$ cat src/rtl/scan_pkg.sv
// Shared definitions for the scan-trigger generator: FSM encoding, default
// field widths and the guaranteed minimum SI low time.
package scan_pkg;

   localparam int CNT_W_DEF = 16;
   localparam int NUM_W_DEF = 8;
   localparam int MIN_LOW   = 2;

   typedef enum logic [1:0] {
      ST_IDLE = 2'd0,
      ST_HIGH = 2'd1,
      ST_LOW  = 2'd2,
      ST_FIN  = 2'd3
   } scan_state_e;

endpackage

$ cat src/rtl/scan_pulse_cnt.sv
// Loadable down-counter with a zero flag; holds at zero instead of wrapping.
module scan_pulse_cnt #(
   parameter int W = 16
) (
   input  logic         clk_i,
   input  logic         rst_i,
   input  logic         load_i,
   input  logic         en_i,
   input  logic [W-1:0] val_i,
   output logic         zero_o
);

   logic [W-1:0] cnt_q, cnt_d;

   always_comb begin
      cnt_d = cnt_q;
      if (load_i)
         cnt_d = val_i;
      else if (en_i && (cnt_q != '0))
         cnt_d = cnt_q - 1'b1;
   end

   always_ff @(posedge clk_i) begin
      if (rst_i)
         cnt_q <= '0;
      else
         cnt_q <= cnt_d;
   end

   assign zero_o = (cnt_q == '0);

endmodule

$ cat src/rtl/scan_trig_gen.sv
// Scan-trigger burst generator: emits pulse_num SI pulses of a given width and
// period, and tracks the toggle state the far-end edge detector holds.
module scan_trig_gen
   import scan_pkg::*;
#(
   parameter int CNT_W = CNT_W_DEF,
   parameter int NUM_W = NUM_W_DEF
) (
   input  logic             clk24m,
   input  logic             rst,
   input  logic             start,
   input  logic             stop,
   input  logic [NUM_W-1:0] pulse_num,
   input  logic [CNT_W-1:0] pulse_width,
   input  logic [CNT_W-1:0] period,
   output logic             si,
   output logic             busy,
   output logic             done,
   output logic             cs_mirror
);

   scan_state_e state_q, state_d;

   logic [CNT_W-1:0] width_q, period_q;
   logic             lat_en;

   logic si_q, si_d;
   logic busy_q, busy_d;
   logic done_q, done_d;
   logic cs_q, cs_d;

   logic             ph_load, ph_en, ph_zero;
   logic [CNT_W-1:0] ph_val;
   logic             pc_load, pc_en, pc_zero;

   // One extra bit: width + minimum low time can exceed the field range.
   logic [CNT_W:0] we_in, we_lat, pe_min, pe_lat, low_lat;

   function automatic logic [CNT_W:0] eff_width(input logic [CNT_W-1:0] w);
      return (w == '0) ? {{CNT_W{1'b0}}, 1'b1} : {1'b0, w};
   endfunction

   always_comb begin
      we_in   = eff_width(pulse_width);
      we_lat  = eff_width(width_q);
      pe_min  = we_lat + (CNT_W+1)'(MIN_LOW);
      pe_lat  = ({1'b0, period_q} < pe_min) ? pe_min : {1'b0, period_q};
      low_lat = pe_lat - we_lat;
   end

   // Phase counter: remaining cycles of the current high or low phase.
   scan_pulse_cnt #(.W(CNT_W)) u_phase_cnt (
      .clk_i  (clk24m),
      .rst_i  (rst),
      .load_i (ph_load),
      .en_i   (ph_en),
      .val_i  (ph_val),
      .zero_o (ph_zero)
   );

   // Pulse counter: loaded with pulse_num on start, decremented per pulse.
   scan_pulse_cnt #(.W(NUM_W)) u_pulse_cnt (
      .clk_i  (clk24m),
      .rst_i  (rst),
      .load_i (pc_load),
      .en_i   (pc_en),
      .val_i  (pulse_num),
      .zero_o (pc_zero)
   );

   always_comb begin
      state_d = state_q;
      si_d    = 1'b0;
      busy_d  = 1'b0;
      done_d  = 1'b0;
      cs_d    = cs_q;
      lat_en  = 1'b0;
      ph_load = 1'b0;
      ph_en   = 1'b0;
      ph_val  = '0;
      pc_load = 1'b0;
      pc_en   = 1'b0;

      unique case (state_q)
         ST_IDLE: begin
            if (start) begin
               lat_en  = 1'b1;
               pc_load = 1'b1;
               if (pulse_num == '0) begin
                  state_d = ST_FIN;
                  done_d  = 1'b1;
               end else begin
                  state_d = ST_HIGH;
                  si_d    = 1'b1;
                  busy_d  = 1'b1;
                  cs_d    = ~cs_q;
                  ph_load = 1'b1;
                  ph_val  = CNT_W'(we_in - 1'b1);
               end
            end
         end

         ST_HIGH: begin
            busy_d = 1'b1;
            if (stop) begin
               state_d = ST_FIN;
               busy_d  = 1'b0;
               done_d  = 1'b1;
            end else if (ph_zero) begin
               state_d = ST_LOW;
               ph_load = 1'b1;
               ph_val  = CNT_W'(low_lat - 1'b1);
               pc_en   = 1'b1;
            end else begin
               si_d  = 1'b1;
               ph_en = 1'b1;
            end
         end

         ST_LOW: begin
            busy_d = 1'b1;
            if (stop) begin
               state_d = ST_FIN;
               busy_d  = 1'b0;
               done_d  = 1'b1;
            end else if (ph_zero) begin
               if (pc_zero) begin
                  state_d = ST_FIN;
                  busy_d  = 1'b0;
                  done_d  = 1'b1;
               end else begin
                  state_d = ST_HIGH;
                  si_d    = 1'b1;
                  cs_d    = ~cs_q;
                  ph_load = 1'b1;
                  ph_val  = CNT_W'(we_lat - 1'b1);
               end
            end else begin
               ph_en = 1'b1;
            end
         end

         ST_FIN: begin
            state_d = ST_IDLE;
         end

         default: state_d = ST_IDLE;
      endcase
   end

   always_ff @(posedge clk24m) begin
      if (rst) begin
         state_q <= ST_IDLE;
         si_q    <= 1'b0;
         busy_q  <= 1'b0;
         done_q  <= 1'b0;
         cs_q    <= 1'b0;
      end else begin
         state_q <= state_d;
         si_q    <= si_d;
         busy_q  <= busy_d;
         done_q  <= done_d;
         cs_q    <= cs_d;
      end
   end

   // Burst parameters are frozen until the FSM returns to idle.
   always_ff @(posedge clk24m) begin
      if (rst) begin
         width_q  <= '0;
         period_q <= '0;
      end else if (lat_en) begin
         width_q  <= pulse_width;
         period_q <= period;
      end
   end

   assign si        = si_q;
   assign busy      = busy_q;
   assign done      = done_q;
   assign cs_mirror = cs_q;

endmodule
$ cat config.mk
export PLATFORM = sky130hd
export DESIGN_NAME = scan_trig_gen
export DESIGN_NICKNAME = d
export VERILOG_FILES = /design/src/rtl/scan_pkg.sv /design/src/rtl/scan_pulse_cnt.sv /design/src/rtl/scan_trig_gen.sv
export SDC_FILE = /design/constraint.sdc
export NUM_CORES = 1
export LEC_CHECK = 0
export ABC_AREA = 1
export BUFFER_PORTS_ARGS = -buffer_cell sky130_fd_sc_hd__buf_4
export CAP_MARGIN = 10
export CORE_UTILIZATION = 55
export CTS_CLUSTER_SIZE = 20
export DETAILED_ROUTE_END_ITERATION = 8
export PLACE_DENSITY = 0.79
export SLEW_MARGIN = 40
export SYNTH_ARGS = -nofsm -noshare
export SYNTH_HDL_FRONTEND = slang
export SYNTH_SLANG_ARGS = --single-unit
export TNS_END_PERCENT = 1
$ cat constraint.sdc
create_clock -name clk24m -period 6.5 [get_ports clk24m]
set_clock_uncertainty 0.1 [all_clocks]
set_input_delay 0.65 -clock clk24m [delete_from_list [all_inputs] [get_ports clk24m]]
set_output_delay 0.65 -clock clk24m [all_outputs]
set_load 0.005 [all_outputs]
==> results_dict.tcl, run 1 <==
set metrics [dict create \
    post_cts_buffers 0 \
    floorplan.die.height_um 103 \
    hold_viol_final 0 \
    gp_congestion 1.02 \
    clk_pin_slew_ns 0.08 \
    final.setup.worst_slack_ns 1.71 \
    yosysWarnings 0 \
    r2r_start "width_q[2]" \
    combPwrFrac 0.681 \
    portBuffers 47 \
    synthSimpleGateAreaFrac 0.320 \
    total_power_uw 3100 \
    synth_fp_nets 963 \
    syn_area_mm2 0.00566 \
    ys_top_cells_by_count "nand2_1 (161), nor2_1 (105), inv_1 (101)" \
    post-route-period-util 0.737 \
    synth_most_common_cell "nand2_1" \
    synthXorXnorAreaFrac 0.0666 \
    synth_mux_area_frac 0 \
    clockBufferDepth 2 \
    die-area_mm2 0.0107 \
    area.growth.synth_to_final_pct 10.5 \
    critPathKind "reg -> reg" \
    leakage_uw 0.00286 \
    drtPass1Iterations 6 \
    synth-adder-area-share 0.0964 \
    async_flop_share 0 \
    place_hpwl_mm 11.7 \
    cts_tree "done" \
    reg2reg_to "u_phase_cnt.cnt_q[10]" \
    synth_compound_area_frac 0.200 \
    yosysSeqAreaShare 0.219 \
    ys_top_cells_by_area "dfxtp_1 (22%), nand2_1 (11%), ha_1 (9.3%)" \
    seqPwrFrac 0.203 \
    hold_depth 2 \
    drc 0 \
    syn_inst 876 \
    hold_end "cs_mirror" \
    fmax_ghz 0.209 \
    diodes 0 \
    cts_sinks 62 \
    worstPathArrival_ns 4.98 \
    wl_per_cell_um 14.5 \
    synth_edf_count 0 \
    setup_tns_ns 0 \
    overflow 0 \
    chipWidth_um 103 \
    ys.flop_type "dfxtp_1" \
    cts-buffers-inserted 9 \
    hold_buffers 0 \
    antenna_found_initial 0 \
    cp_max_fo 31 \
    yosysTopAreaCell "dfxtp_1" \
    tightest_slew_ns 0.671 \
    synth_top_family_by_area "simple AND/OR/NAND/NOR gates" \
    syn_avg_cell_area_um2 6.46 \
    max-slew-margin-rel 0.551 \
    coreArea_mm2 0.00986 \
    intPower_uw 1430 \
    p_per_area_mw_per_mm2 497 \
    peakVddDrop_mv 0.211 \
    ys_ff_latch 62 \
    insertion_delay_ns 0.36 \
    cts_root_buf "clkbuf_8" \
    worst_ep_required_time_ns 6.69 \
    r2r_slack_ns 1.71 \
    power_switching_uw 1670 \
    nets 996 \
    hold_slack_ns 0.371 \
    endpoint_kind "flop" \
    status "finished clean" \
    synth_top_cell_area_share 0.219 \
    power.share.switching 0.539 \
    row_count 36 \
    placed_cells 1031 \
    min_from "cs_mirror" \
    vias 5835 \
    grt_usage 0.306 \
    antenna_left 0 \
    drive_gt1_frac 0.119 \
    setup_viol_count_final 0 \
    ios 48 \
    grt_pass1_wl_mm 25.1 \
    post_layout_nonfiller_instances 1047 \
    min_period_ns 4.79 \
    h-tree-depth 3 \
    avgViaCountPerCell 5.57 \
    cap_violations 0 \
    cts_repair_resize_count 0 \
    pre_cts_ws_ns 1.83 \
    grt_max_degree 55 \
    grt_pass1_vias 5318 \
    first_iter_violations 429 \
    final_max_slew_viol_count 0 \
    start_util 0.573 \
    hold_class "reg -> reg" \
    wl_mm 15.2 \
    cp-start-kind "flop" \
    pwr-share-clk 0.116 \
    reg2reg_depth 26 \
    rsz0062_at_grt "no" \
    synth_cell_types 53 \
]
## registers in the layout (all words and copies together) (netlist names), 2 cells and up
signal             cells
u_pulse_cnt.cnt_q      8
u_phase_cnt.cnt_q     16
state_q                2
period_q              16
width_q               16
## power groups by stage
stage               clock network, uW  logic [uW]  registers, uW
floorplan                           0        1670            599
detailed placement                  0        2060            636
CTS                               362        2080            628
global route                      382        2410            648
global placement                    0        2030            634
finish                            360        2110            630
## routing by layer
metal  vias to the layer above  wire length [um]  track usage  share of wire
met1                      2617              6940        0.414           0.46
met5                         -                 0            0              0
li1                       2988                 -            -              -
met2                       200              6910        0.495           0.45
met3                        30              1070       0.0538          0.070
met4                         0               304       0.0910          0.020
## metrics by stage
step	util	cell area (um^2)
finish	0.634	6250
floorplan	-	5660
detailed placement	0.613	6050
global route	0.634	6250
global placement	0.613	6050
CTS	0.634	6250
## final cells by class
| cell class | instances | area [um^2] |
|---|---|---|
| timing repair buffer | 50 | 375 |
| inverter | 107 | 404 |
| clock buffer | 11 | 141 |
| tap | 133 | 166 |
| sequential | 62 | 1240 |
| fill | 965 | 3610 |
| clock inverter | 5 | 58.8 |
| multi-input combinational | 679 | 3860 |
## cells by family after synthesis
logic type / after synthesis
xor gates and xnor gates: 43
and+or+nand+nor: 388
AOI/OAI and AO/OA: 205
adders and majority gates: 43
buffers and inverters: 135
DFF: 62
## worst max path at each step
stage / start / to / slack [ns]
after CTS: width_q[2] / u_phase_cnt.cnt_q[10] / 1.79
after global placement: width_q[2] / u_phase_cnt.cnt_q[14] / 1.88
after detailed placement: width_q[2] / u_phase_cnt.cnt_q[10] / 1.83
after floorplan: width_q[2] / u_phase_cnt.cnt_q[14] / 2.41
after global routing: width_q[2] / u_phase_cnt.cnt_q[10] / 1.23
final: width_q[2] / u_phase_cnt.cnt_q[10] / 1.71
## cell usage in the layout, fill, tap and decap left out, types with 3 or more instances in the layout
master,count
nand2_1,161
nor2_1,105
inv_1,101
o21ai_0,92
dfxtp_1,62
a21oi_1,56
nand3_1,54
buf_4,50
ha_1,42
xor2_1,32
nand4_1,17
o21ai_1,15
a31oi_1,12
xnor2_1,11
clkbuf_8,10
nor3_1,9
a21oi_2,8
nand2_2,6
nor2_2,5
nor4_1,5
inv_2,4
nand2_4,4
nor3_2,4
nor2_4,3
o21bai_1,3
o211ai_1,3
o221ai_1,3
a211oi_1,3
o22ai_1,3
## worst max-delay path, stage by stage, from the launching register on
cell	delay, ns
dfxtp_1	0.40
ha_1	0.21
nand2_1	0.10
nor2_4	0.13
nand3_2	0.13
nor4_4	0.23
nand3_1	0.13
xor2_1	0.17
ha_1	0.28
nand2_1	0.04
inv_1	0.07
nand4_1	0.12
inv_1	0.09
nand3_1	0.14
nand2_2	0.40
o21ai_0	0.20
ha_1	0.24
fa_1	0.44
a21oi_1	0.23
o21ai_0	0.19
a21oi_1	0.21
inv_1	0.06
nand2_1	0.05
nand3_1	0.08
nand2_1	0.09
o21ai_1	0.07
a21oi_1	0.11
No activity file was read; power rests on OpenSTA's default activity.
==> run 2: changes to the inputs <==
Clock period 6.5 ns to 4.8 ns, I/O delays scaled along.
==> results_dict.tcl, run 2 (synthesis gave the netlist of run 1 again) <==
set metrics [dict create \
    status "finished clean" \
    post_layout_nonfiller_instances 1057 \
    vias 5980 \
    cp-start-kind "flop" \
    nets 1007 \
    post-route-period-util 0.941 \
    cp_max_fo 15 \
    antenna_left 0 \
    hold_buffers 0 \
    hold_viol_final 0 \
    seqCellArea_mm2 0.00124 \
    place_hpwl_mm 11.6 \
    pre_cts_ws_ns 0.129 \
    fmax_ghz 0.221 \
    layout_common_cells "nand2_1 (161), nor2_1 (103), inv_1 (101)" \
    area.growth.synth_to_final_pct 13.5 \
    peakVddDrop_mv 0.321 \
    clockBufferDepth 2 \
    setup_tns_ns 0 \
    worst_path_most_repeated_cell "nand2_1" \
    h-tree-depth 3 \
    tightest_slew_ns 0.626 \
    ios 48 \
    r2r_slack_ns 0.28 \
    drc 0 \
    crit_buf_inv 3 \
    grt_max_degree 54 \
    row_count 36 \
    gp_congestion 0.964 \
    cts_sinks 62 \
    diodes 0 \
    insertion_delay_ns 0.36 \
    max-slew-margin-rel 0.579 \
    cts-buffers-inserted 9 \
    wl_mm 15.7 \
    die-area_mm2 0.0107 \
    clk_pin_slew_ns 0.08 \
    top_regs "period_q: 16 flops, u_phase_cnt.cnt_q: 16 flops, width_q: 16 flops" \
    p_per_area_mw_per_mm2 697 \
    hold_class "in -> reg" \
    critPathKind "reg -> reg" \
    leakage_uw 0.00294 \
    crit_slowest_cell "dfxtp_2" \
    drtPass1Iterations 5 \
    worstPathArrival_ns 4.72 \
    cts_tree "done" \
    chipWidth_um 103 \
    cts_root_buf "clkbuf_8" \
    rsz0062_at_grt "yes" \
    endpoint_kind "flop" \
    worst_ep_required_time_ns 5.00 \
    antenna_found_initial 0 \
    cap_violations 0 \
    multi_input_area_mm2 0.00394 \
    fillers 931 \
    start_util 0.573 \
    slowest_delay_ns 0.38 \
    min_period_ns 4.52 \
    setup_viol_count_final 0 \
    avgViaCountPerCell 5.66 \
    grt_usage 0.307 \
    portBuffers 47 \
    placed_cells 1033 \
    final.setup.worst_slack_ns 0.281 \
    crit_family "simple AND/OR/NAND/NOR gates" \
    coreArea_mm2 0.00986 \
    final_common_cell "nand2_1" \
    first_iter_violations 456 \
    total_power_uw 4480 \
    wl_per_cell_um 14.9 \
    final_max_slew_viol_count 0 \
    drive_gt1_frac 0.144 \
    overflow 0 \
    grt_pass1_wl_mm 25.3 \
    grt_pass1_vias 5361 \
    floorplan.die.height_um 103 \
]
run 2: where the power goes:
group          switching (uW)  total (uW)  internal, uW
registers                 174         856           682
clock network             234         538           304
logic                    1960        3080          1120
run 2: layer usage:
layer,vias up,wire length [um],track usage
met5,-,0,0
met4,0,291,0.0910
met3,28,1120,0.0430
met2,211,7180,0.507
met1,2729,7140,0.414
li1,3012,-,-
run 2: repair_timing:
| item | 4_1_cts | 5_1_grt |
|---|---|---|
| endpoints found under the setup margin | 0 | 12 |
| setup buffers | 0 | 7 |
| resized for setup | 0 | 22 |
run 2: metrics by stage:
step / hold slack (ns) / cell area, um^2 / util
floorplan: 0.344 / 5660 / -
global placement: 0.356 / 6070 / 0.615
detailed placement: 0.371 / 6070 / 0.615
CTS: 0.259 / 6290 / 0.637
global route: 0.267 / 6420 / 0.651
finish: 0.269 / 6420 / 0.651
run 2: worst register-to-register path, delay by kind of cell, from the launching register on:
| family | cells | cell delay, ns |
|---|---|---|
| AO/OA/AOI/OAI | 7 | 0.99 |
| XOR/XNOR | 1 | 0.17 |
| adder cells (fa/ha/maj) | 3 | 0.84 |
| buffers and inverters | 3 | 0.27 |
| flip-flops | 1 | 0.38 |
| AND/OR/NAND/NOR | 14 | 1.73 |
run 2: path summary, 6_finish.rpt:
path	startpoint	to	cells past startpoint
setup / recovery	width_q[2]	u_phase_cnt.cnt_q[10]	28
hold / removal	period[10]	period_q[10]	3
setup reg to reg	width_q[2]	u_phase_cnt.cnt_q[10]	28
hold reg to reg	cs_mirror	cs_mirror	2
run 2: cell type report:
type	instances	area share
clock buffer	10	0.0214
tap	133	0.0259
timing repair buffer	59	0.0690
multi-input combinational	681	0.614
clock inverter	5	0.0131
sequential	62	0.194
inverter	107	0.0630
==> run 3: changes to the inputs <==
Settings changed: ABC_AREA 1 to 0, PLACE_DENSITY 0.79 to 0.8.
==> results_dict.tcl, run 3 <==
set metrics [dict create \
    yosysWarnings 0 \
    hold_buffers 0 \
    ios 48 \
    grt_pass1_wl_mm 24.4 \
    critPathKind "reg -> reg" \
    syn_inst 700 \
    row_count 35 \
    insertion_delay_ns 0.36 \
    rsz0062_at_grt "yes" \
    synth_edf_count 0 \
    drc 0 \
    peakVddDrop_mv 0.350 \
    grt_usage 0.309 \
    worstPathArrival_ns 4.94 \
    fillers 737 \
    place_hpwl_mm 11.1 \
    synth_cell_types 70 \
    syn_area_mm2 0.00528 \
    cp_max_fo 5 \
    first_iter_violations 552 \
    post-route-period-util 1.00 \
    area.growth.synth_to_final_pct 23.1 \
    seqPwrFrac 0.168 \
    synth_fp_nets 787 \
    hold_viol_final 0 \
    wl_mm 16.3 \
    start_util 0.568 \
    endpoint_kind "flop" \
    hold_class "in -> reg" \
    cp-start-kind "flop" \
    layout_common_cells "nand2_1 (107), buf_4 (89), a21oi_1 (74)" \
    fin_util 0.700 \
    cts_sinks 62 \
    ys.flop_type "dfxtp_1" \
    antenna_left 0 \
    portBuffers 47 \
    final_common_cell "nand2_1" \
    coreArea_mm2 0.00928 \
    avgViaCountPerCell 6.19 \
    vias 5597 \
    clockBufferDepth 2 \
    nets 857 \
    syn_avg_cell_area_um2 7.54 \
    grt_pass1_vias 5049 \
    die-area_mm2 0.00999 \
    overflow 0 \
    p_per_area_mw_per_mm2 718 \
    cts-buffers-inserted 9 \
    worst_ep_required_time_ns 4.92 \
    pre_cts_ws_ns -0.197 \
    cts_root_buf "clkbuf_8" \
    fin_area_mm2 0.00650 \
    power.share.switching 0.491 \
    final_max_slew_viol_count 0 \
    tightest_slew_ns 0.849 \
    diodes 0 \
    pwr-share-clk 0.106 \
    intPower_uw 2380 \
    h-tree-depth 3 \
    ys_ff_latch 62 \
    cts_tree "done" \
    placed_cell_area_mm2 0.00588 \
    wl_per_cell_um 18.1 \
    async_flop_share 0 \
    setup_viol_count_final 1 \
    drtPass1Iterations 7 \
    violations "negative setup slack" \
    combPwrFrac 0.726 \
    drive_gt1_frac 0.244 \
    yosysSeqAreaShare 0.235 \
    final.setup.worst_slack_ns -0.0188 \
    max-slew-margin-rel 0.432 \
    ys_top_cells_by_area "dfxtp_1 (24%), ha_1 (10%), xnor2_1 (8.8%)" \
    min_period_ns 4.82 \
    synth_most_common_cell "nand2_1" \
    cap_violations 0 \
    top_regs "period_q: 16 flops, u_phase_cnt.cnt_q: 16 flops, width_q: 16 flops" \
    floorplan.die.height_um 100 \
    clk_pin_slew_ns 0.07 \
    antenna_found_initial 0 \
    gp_congestion 0.973 \
    leakage_uw 0.00245 \
    status "complete, but fails checks" \
    synth_top_cell_area_share 0.235 \
    grt_max_degree 63 \
    fmax_ghz 0.208 \
    r2r_slack_ns -0.02 \
    yosysTopAreaCell "dfxtp_1" \
    power_switching_uw 2290 \
    chipWidth_um 100 \
    ys_top_cells_by_count "nand2_1 (107), a21oi_1 (79), nor2_1 (72)" \
]
==> run 3: cell types whose count changed after synthesis, sizes merged, moves of 15 or more <==
cell    change
xnor2      +42
nor3       +18
inv        -75
a211oi     +18
nand3      -39
o21ai      -84
nand2      -64
xor2       -15
a21oi      +16
nor2       -41
==> run 3: per-stage QoR <==
| step | TNS (ns) | power [uW] | hold slack (ns) | cells |
|---|---|---|---|---|
| floorplan | 0 | 2770 | 0.348 | 700 |
| global placement | -0.0440 | 3390 | 0.368 | 875 |
| detailed placement | -0.478 | 3460 | 0.369 | 875 |
| CTS | 0 | 4120 | 0.263 | 900 |
| global route | -1.30 | 4900 | 0.284 | 904 |
| finish | -0.0188 | 4670 | 0.268 | 904 |
==> run 3: repair_timing <==
item / in CTS / in global routing
buffers inserted: 10 / 5
gates resized for setup: 27 / 45
endpoints found under the setup margin: 4 / 12
pin swaps: 12 / 41
==> run 3: power by group through the flow <==
| stage | Clock [uW] | Sequential, uW | Combinational (uW) |
|---|---|---|---|
| 6_report | 494 | 785 | 3390 |
| 3_5_place_dp | 0 | 789 | 2680 |
| 4_1_cts | 490 | 779 | 2850 |
| 5_1_grt | 507 | 800 | 3600 |
| 2_1_floorplan | 0 | 763 | 2010 |
| 3_3_place_gp | 0 | 780 | 2610 |
==> run 3: worst max-delay path, cell delays in order (launching register included) <==
cell      delay (ns)
dfxtp_2         0.35
nand4_1         0.19
or4_4           0.50
nor2_4          0.14
xnor2_2         0.15
ha_1            0.29
o21a_1          0.12
o21a_1          0.22
o32ai_4         0.15
nor2_2          0.08
a21oi_4         0.29
buf_6           0.15
a21oi_1         0.08
ha_2            0.22
fa_2            0.40
a211oi_4        0.29
o21ai_2         0.10
a31oi_1         0.27
xnor2_1         0.12
a211oi_1        0.38
a211oi_2        0.08
==> run 3: final cells by class <==
cell class | count | area [um^2] | area share
clock buffers | 13 | 159 | 0.0245
clock inverters | 3 | 42.5 | 0.00655
inverters | 31 | 116 | 0.0179
multi-input cells | 571 | 4040 | 0.621
flip-flops and latches | 62 | 1240 | 0.192
well taps | 129 | 161 | 0.0248
repair buffers | 95 | 736 | 0.113
==> run 3: final timing paths <==
check | startpoint | to | depth (start not counted)
min reg2reg | period_q[12] | period_q[12] | 2
max reg2reg | width_q[5] | u_phase_cnt.cnt_q[8] | 20
max | width_q[5] | u_phase_cnt.cnt_q[8] | 20
min | period[3] | period_q[3] | 3
==> run 3: cell families (layout without fill, tap and decap cells) <==
group / count (synthesis) / in the layout / synth area share
simple gates: 284 / 284 / 0.260
compound gates: 170 / 170 / 0.222
xor+xnor: 70 / 70 / 0.116
buf+inv: 67 / 142 / 0.0557
flops: 62 / 62 / 0.235
fa+ha+maj: 43 / 43 / 0.103
mux: 4 / 4 / 0.00806
==> run 3: routing by layer <==
metal	global-route usage	share of wire	vias to the layer above
li1	-	-	2624
met1	0.413	0.42	2620
met2	0.503	0.47	290
met3	0.0362	0.077	63
met4	0.130	0.039	0
met5	0	0	-
